## config.mk

```make
export PLATFORM = sky130hd
export DESIGN_NAME = pipeline_hazard_ctrl
export DESIGN_NICKNAME = d
export VERILOG_FILES = /design/src/rtl/pipeline_hazard_ctrl.sv
export SDC_FILE = /design/constraint.sdc
export NUM_CORES = 1
export LEC_CHECK = 0
export CELL_PAD_IN_SITES_DETAIL_PLACEMENT = 1
export CELL_PAD_IN_SITES_GLOBAL_PLACEMENT = 1
export CORE_AREA = 2 2 87 89
export CTS_BUF_LIST = sky130_fd_sc_hd__clkbuf_4 sky130_fd_sc_hd__clkbuf_8
export CTS_CLUSTER_SIZE = 28
export DETAILED_ROUTE_END_ITERATION = 10
export DIE_AREA = 0 0 89 91
export PLACE_DENSITY = 0.79
export SETUP_SLACK_MARGIN = 0.15
export SLEW_MARGIN = 20
export SYNTH_ARGS = -nofsm -noshare
export SYNTH_HDL_FRONTEND = slang
export SYNTH_SLANG_ARGS = --single-unit
export TNS_END_PERCENT = 50
```

## constraint.sdc

```tcl
create_clock -name clk -period 2.2 [get_ports clk]
set_input_delay 0.44 -clock clk [delete_from_list [all_inputs] [get_ports clk]]
set_output_delay 0.44 -clock clk [all_outputs]
set_load 0.05 [all_outputs]
```

## src/rtl/pipeline_hazard_ctrl.sv

```systemverilog
// Hazard controller for a 5-stage in-order pipeline: load-use interlock,
// EX/MEM operand forwarding selects and branch-redirect flushing.
module pipeline_hazard_ctrl #(
    parameter int REDIRECT_CYCLES = 2,
    parameter int CNT_W           = 16
) (
    input  logic             clk,
    input  logic             reset,
    input  logic             i_dec_valid,
    input  logic [4:0]       i_dec_rs1,
    input  logic [4:0]       i_dec_rs2,
    input  logic             i_dec_uses_rs1,
    input  logic             i_dec_uses_rs2,
    input  logic [4:0]       i_dec_rd,
    input  logic             i_dec_reg_wr_en,
    input  logic             i_dec_is_load,
    input  logic             i_ex_redirect,
    output logic             o_stall_fetch,
    output logic             o_stall_decode,
    output logic             o_flush_decode,
    output logic             o_flush_execute,
    output logic [1:0]       o_fwd_a_sel,
    output logic [1:0]       o_fwd_b_sel,
    output logic [1:0]       o_state,
    output logic [CNT_W-1:0] o_stall_cnt,
    output logic [CNT_W-1:0] o_flush_cnt
);

    typedef enum logic [1:0] {
        ST_RUN      = 2'b00,
        ST_LU_STALL = 2'b01,
        ST_REDIRECT = 2'b10
    } state_t;

    typedef struct packed {
        logic       valid;
        logic [4:0] rd;
        logic       wr_en;
        logic       is_load;
    } slot_t;

    localparam logic [2:0] REDIRECT_RELOAD = 3'(REDIRECT_CYCLES - 1);

    function automatic logic slot_match(input slot_t s, input logic [4:0] r);
        return s.valid && s.wr_en && (s.rd == r) && (r != 5'd0);
    endfunction

    state_t           state_reg, state_next;
    logic [2:0]       rcnt_reg, rcnt_next;
    // The instruction leaving MEM retires through a write-through register
    // file, so its identity is never consulted and only EX/MEM are stored.
    slot_t            ex_reg, mem_reg;
    logic [CNT_W-1:0] stall_cnt_reg, flush_cnt_reg;
    logic             hazard, stall, flush_dec, ex_bubble;

    assign hazard = i_dec_valid && ex_reg.is_load &&
                    ((i_dec_uses_rs1 && slot_match(ex_reg, i_dec_rs1)) ||
                     (i_dec_uses_rs2 && slot_match(ex_reg, i_dec_rs2)));

    always_comb begin
        state_next = state_reg;
        rcnt_next  = rcnt_reg;
        stall      = 1'b0;
        flush_dec  = 1'b0;
        if (i_ex_redirect) begin
            flush_dec  = 1'b1;
            rcnt_next  = REDIRECT_RELOAD;
            state_next = ST_REDIRECT;
        end else begin
            case (state_reg)
                ST_RUN: begin
                    if (hazard) begin
                        stall      = 1'b1;
                        state_next = ST_LU_STALL;
                    end
                end
                ST_LU_STALL: begin
                    state_next = ST_RUN;
                end
                ST_REDIRECT: begin
                    if (rcnt_reg != 3'd0) begin
                        flush_dec = 1'b1;
                        rcnt_next = rcnt_reg - 3'd1;
                        if (rcnt_reg == 3'd1) begin
                            state_next = ST_RUN;
                        end
                    end else begin
                        state_next = ST_RUN;
                        if (hazard) begin
                            stall      = 1'b1;
                            state_next = ST_LU_STALL;
                        end
                    end
                end
                default: begin
                    state_next = ST_RUN;
                end
            endcase
        end
    end

    assign ex_bubble = stall || flush_dec || !i_dec_valid;

    always_ff @(posedge clk) begin
        if (reset) begin
            state_reg     <= ST_RUN;
            rcnt_reg      <= 3'd0;
            ex_reg        <= '0;
            mem_reg       <= '0;
            stall_cnt_reg <= '0;
            flush_cnt_reg <= '0;
        end else begin
            state_reg <= state_next;
            rcnt_reg  <= rcnt_next;
            mem_reg   <= ex_reg;
            ex_reg    <= ex_bubble ? slot_t'('0)
                                   : slot_t'{1'b1, i_dec_rd, i_dec_reg_wr_en, i_dec_is_load};
            if (stall && (stall_cnt_reg != '1)) begin
                stall_cnt_reg <= stall_cnt_reg + CNT_W'(1);
            end
            if (i_ex_redirect && (flush_cnt_reg != '1)) begin
                flush_cnt_reg <= flush_cnt_reg + CNT_W'(1);
            end
        end
    end

    // One forwarding mux per operand; a producing load in EX is never a
    // forward source because the interlock has already bubbled the consumer.
    genvar gi;
    generate
        for (gi = 0; gi < 2; gi++) begin : g_fwd
            logic [4:0] rs;
            logic       use_rs;
            logic [1:0] sel_next, sel_reg;

            assign rs     = (gi == 0) ? i_dec_rs1 : i_dec_rs2;
            assign use_rs = (gi == 0) ? i_dec_uses_rs1 : i_dec_uses_rs2;

            always_comb begin
                sel_next = 2'b00;
                if (!ex_bubble && use_rs) begin
                    if (slot_match(ex_reg, rs) && !ex_reg.is_load) begin
                        sel_next = 2'b01;
                    end else if (slot_match(mem_reg, rs)) begin
                        sel_next = 2'b10;
                    end
                end
            end

            always_ff @(posedge clk) begin
                if (reset) begin
                    sel_reg <= 2'b00;
                end else begin
                    sel_reg <= sel_next;
                end
            end
        end
    endgenerate

    assign o_stall_fetch   = stall && !reset;
    assign o_stall_decode  = stall && !reset;
    assign o_flush_decode  = flush_dec && !reset;
    assign o_flush_execute = i_ex_redirect && !reset;
    assign o_fwd_a_sel     = g_fwd[0].sel_reg;
    assign o_fwd_b_sel     = g_fwd[1].sel_reg;
    assign o_state         = state_reg;
    assign o_stall_cnt     = stall_cnt_reg;
    assign o_flush_cnt     = flush_cnt_reg;

endmodule

```

==> out/results.env <==
STATUS='finished, violations left'
VIOLATIONS='setup timing'
R2R_SLACK_NS=-0.08
WORST_SETUP_HOLD_PATH_CLK_SLEW_NS=0.11
POWER.LEAKAGE_nW=1.74
TOTALWIRELENGTH_UM=9290
DR.FIRST_ITER.DRC_COUNT=93
FP.COREAREA_SQ_MM=0.00714
IOS=65
SYNTHESIS_TO_FINISH_AREA_GROWTH_PCT=59.8
ROUTED-VIA-COUNT=2753
ROUTED_ANTENNA_NETS=0
HOLD_START='o_stall_cnt[10]'
MEAN_POST_SYNTH_CELL_AREA_SQ_UM=8.54
SYNTH_TOP_CELL_AREA_SHARE=0.423
WORST-PATH-MAX-FANOUT=3
TRITONCTS='done'
YOSYSSEQAREASHARE=0.423
WORSTMARGINPINSLEW_NS=0.579
CP_NUM_BUF_INV=2
DIE_WIDTH_UM=89
SYNTHDOMINANTAREACELLTYPE='dfxtp_1'
CTS-ROOT-TO-SINK-BUFFERS=2
GLOBALROUTE.TOTALOVERFLOW=0
DP.FINAL_HPWL_UM=5800
ROUTE.DETAILED.VIAS_PER_INST=5.31
UNREPAIRED_SETUP_ENDPOINTS_AFTER_GLOBAL_ROUTING='true'
SETUP_VIOL_COUNT_FINAL=5
WIRE_LENGTH_OF_THE_FIRST_GLOBAL_ROUTING_PASS_UM=14100
GRT_START_MAX_NET_PINS=24
SYNTH.FF_LATCH_COUNT=56
HOLD_SLACK_NS=0.505
CRITICAL_PATH.ENDPOINT_TYPE='output port'
POWER.IR.VDD_WORST_uV=226
SYNTH.YOSYS.WARNINGS=0
CRIT_ARRIVAL_NS=1.87
GRT_USAGE=0.223
GP_CONGESTION=0.860
DRTPASS1ITERATIONS=4
TIMING.CRITICAL_PATH.SLOWEST_CELL_DELAY_NS=0.27
CLK_LATENCY_NS=0.33
START_UTIL=0.371
DIE_AREA_SQ_MM=0.00810
SYNTH_EDF_COUNT=0
LAYOUT-DRIVE-GT1-SHARE=0.308
FINAL.PERIOD_UTILIZATION=1.05
CRITICAL-PATH-SLOWEST-CELL='dlygate4sd2_1'
CRIT_CHAIN='dlygate4sd2_1, xor2_1, nor2_1, nand4_1, and2_4, nor3_4, buf_12'
DIODES=0
POSTLAYOUTCELLAREA_SQ_MM=0.00423
YOSYS.CELL_COUNT.TOP_TYPE='dfxtp_1'
MOST_COMMON_LIBRARY_CELLS_AFTER_SYNTHESIS='dfxtp_1 (56), nor2_1 (37), xor2_1 (21)'
TIMING.RR.END='o_stall_cnt[6]'
SYNTH.LIB_CELLS_USED.DISTINCT=40
FINAL_CRITICAL_PATH_SETUP_SLACK_NS=-0.114
POSTSYNTH.ASYNCRESETSHARE=0
POSTSYNTH.TOPFLOPCELL='dfxtp_1'
REQUIRED_NS=1.76
STARTPOINT_TYPE='input port'
NETLIST_AREA_SQ_MM=0.00265
ACHIEVABLE-FREQUENCY_MHz=432
DRC=0
CELLS_TAKING_THE_MOST_AREA_AFTER_SYNTHESIS='dfxtp_1 (42%), xor2_1 (6.9%), nor2_1 (5.2%), xnor2_1 (5.0%), nand4_1 (4.3%)'
CTS_NUM_SINKS=56
CLOCK_SKEW_NS=0.0157
RELSLEWSLACK=0.614
HOLD_PATH_CLASS='reg2reg'
POWER.TOTAL_W=0.00200
POST_DP_CELL_AREA_SQ_MM=0.00363
MAX-CAP-VIOLATIONS=0
WORST_R2R_PATH_DEPTH=9
COUNT_OF_FINAL_MAX_SLEW_CHECK_FAILURES=0
ANTENNA_FOUND_INITIAL=0
R2R-START='ex_reg[6]'
SYN_NETS=338
FIRST_GLOBAL_VIAS=2761
DRT-WIRELENGTH-PER-CELL_UM=17.9
SYNTHCELLS=310
CTS_BUFFERS=5
ROW_COUNT=31
FINAL-HOLD-VIOLATION-COUNT=0
CRITICAL_PATH_CLASS='in2out'
CTS-HTREE-LEVELS=2
CRIT_FAMILY='simple AND/OR/NAND/NOR gates'
CTS_HOLD_REPAIR.BUFFERS=0
TIMING.HOLD.WORST_PATH_DEPTH=2
FINAL.SETUP.TNS_NS=-0.404
CTS-ROOT-BUF='clkbuf_8'
DIE_Y_UM=91
FINAL_NET_COUNT=446
HOLDPATHEND='o_stall_cnt[10]'
PERIOD_NEEDED_NS=2.31
POWER_DENSITY_mW_PER_MM2=472
PORT_BUFFERS=64
[kinds of logic (layout without fill, tap and decap cells)]
family	Yosys count	after routing	share of synthesized area
compound gates	31	31	0.0671
xor+xnor	36	36	0.119
buf+inv	19	128	0.0302
fa+ha+maj	5	5	0.0236
flops	56	56	0.423
mux	4	4	0.0165
simple gates	159	159	0.320
[placed cells by master, fill, tap and decap left out, drive strengths merged, types with 2 or more instances in the layout]
master	count
a21oi	13
and2	9
and3	2
and3b	2
and4	5
buf	56
clkbuf	6
clkdlybuf4s15	2
clkdlybuf4s50	32
dfxtp	56
dlygate4sd2	18
dlymetal6s2s	7
ha	5
inv	5
mux2	3
nand2	20
nand2b	2
nand3	14
nand4	18
nor2	37
nor2b	10
nor3	14
nor4	9
nor4b	3
o21ai	11
or3	9
or4	2
xnor2	15
xor2	21
[report_power, final]
part / internal [W] / switching, W / total [W]
registers: 0.00102 / 0.0000173 / 0.00104
logic: 0.000124 / 0.000126 / 0.000251
clock network: 0.000351 / 0.000354 / 0.000705
[how the worst max path moves through the flow]
stage / from / slack [ns] / depth (start not counted) / to
after floorplan: i_dec_rs1[1] / -0.1 / 7 / o_stall_fetch
after global placement: i_dec_rs1[4] / -0.43 / 7 / o_stall_decode
after detailed placement: i_dec_rs1[4] / -0.52 / 7 / o_stall_fetch
after CTS: rcnt_reg[1] / -0.07 / 8 / o_stall_fetch
after global routing: ex_reg[6] / -0.20 / 6 / o_stall_fetch
final: i_dec_rs2[1] / -0.11 / 7 / o_stall_fetch
[stage by stage]
step                      setup slack (ns)  utilization  instances
final                               -0.114        0.593        518
after global placement              -0.434        0.508        481
after CTS                          -0.0719        0.557        506
after detailed placement            -0.518        0.508        481
after global routing                -0.203        0.593        518
after floorplan                    -0.0964            -        310
[tightest hold or removal path: stages (launching register included)]
cell and delay (ns):
dfxtp_2 0.37, o21ai_2 0.06, a21oi_1 0.05
[metal layers]
metal | vias up | global-route usage | part of all wire
met2 | 81 | 0.386 | 0.51
li1 | 1301 | - | -
met1 | 1350 | 0.280 | 0.42
met4 | 0 | 0.0609 | 0.028
met3 | 21 | 0.0409 | 0.034
met5 | - | 0 | 0
[timing repair]
| item | in CTS | in global routing |
|---|---|---|
| resized for setup | 55 | 42 |
| gates cloned | 2 | 0 |
| buffers inserted | 15 | 12 |
| pin swaps | 33 | 16 |
| endpoints found under the hold margin | 0 | 0 |
| setup endpoints to repair | 37 | 40 |
[area by class of cell]
cell class	instances	area [sq um]
Fill cell	818	2900
Multi-Input combinational cell	235	1700
Sequential cell	56	1150
Timing Repair Buffer	115	1120
Tap cell	99	124
Clock buffer	6	76.3
Clock inverter	2	35.0
Inverter	5	18.8
(Power assumes the default switching activity.)
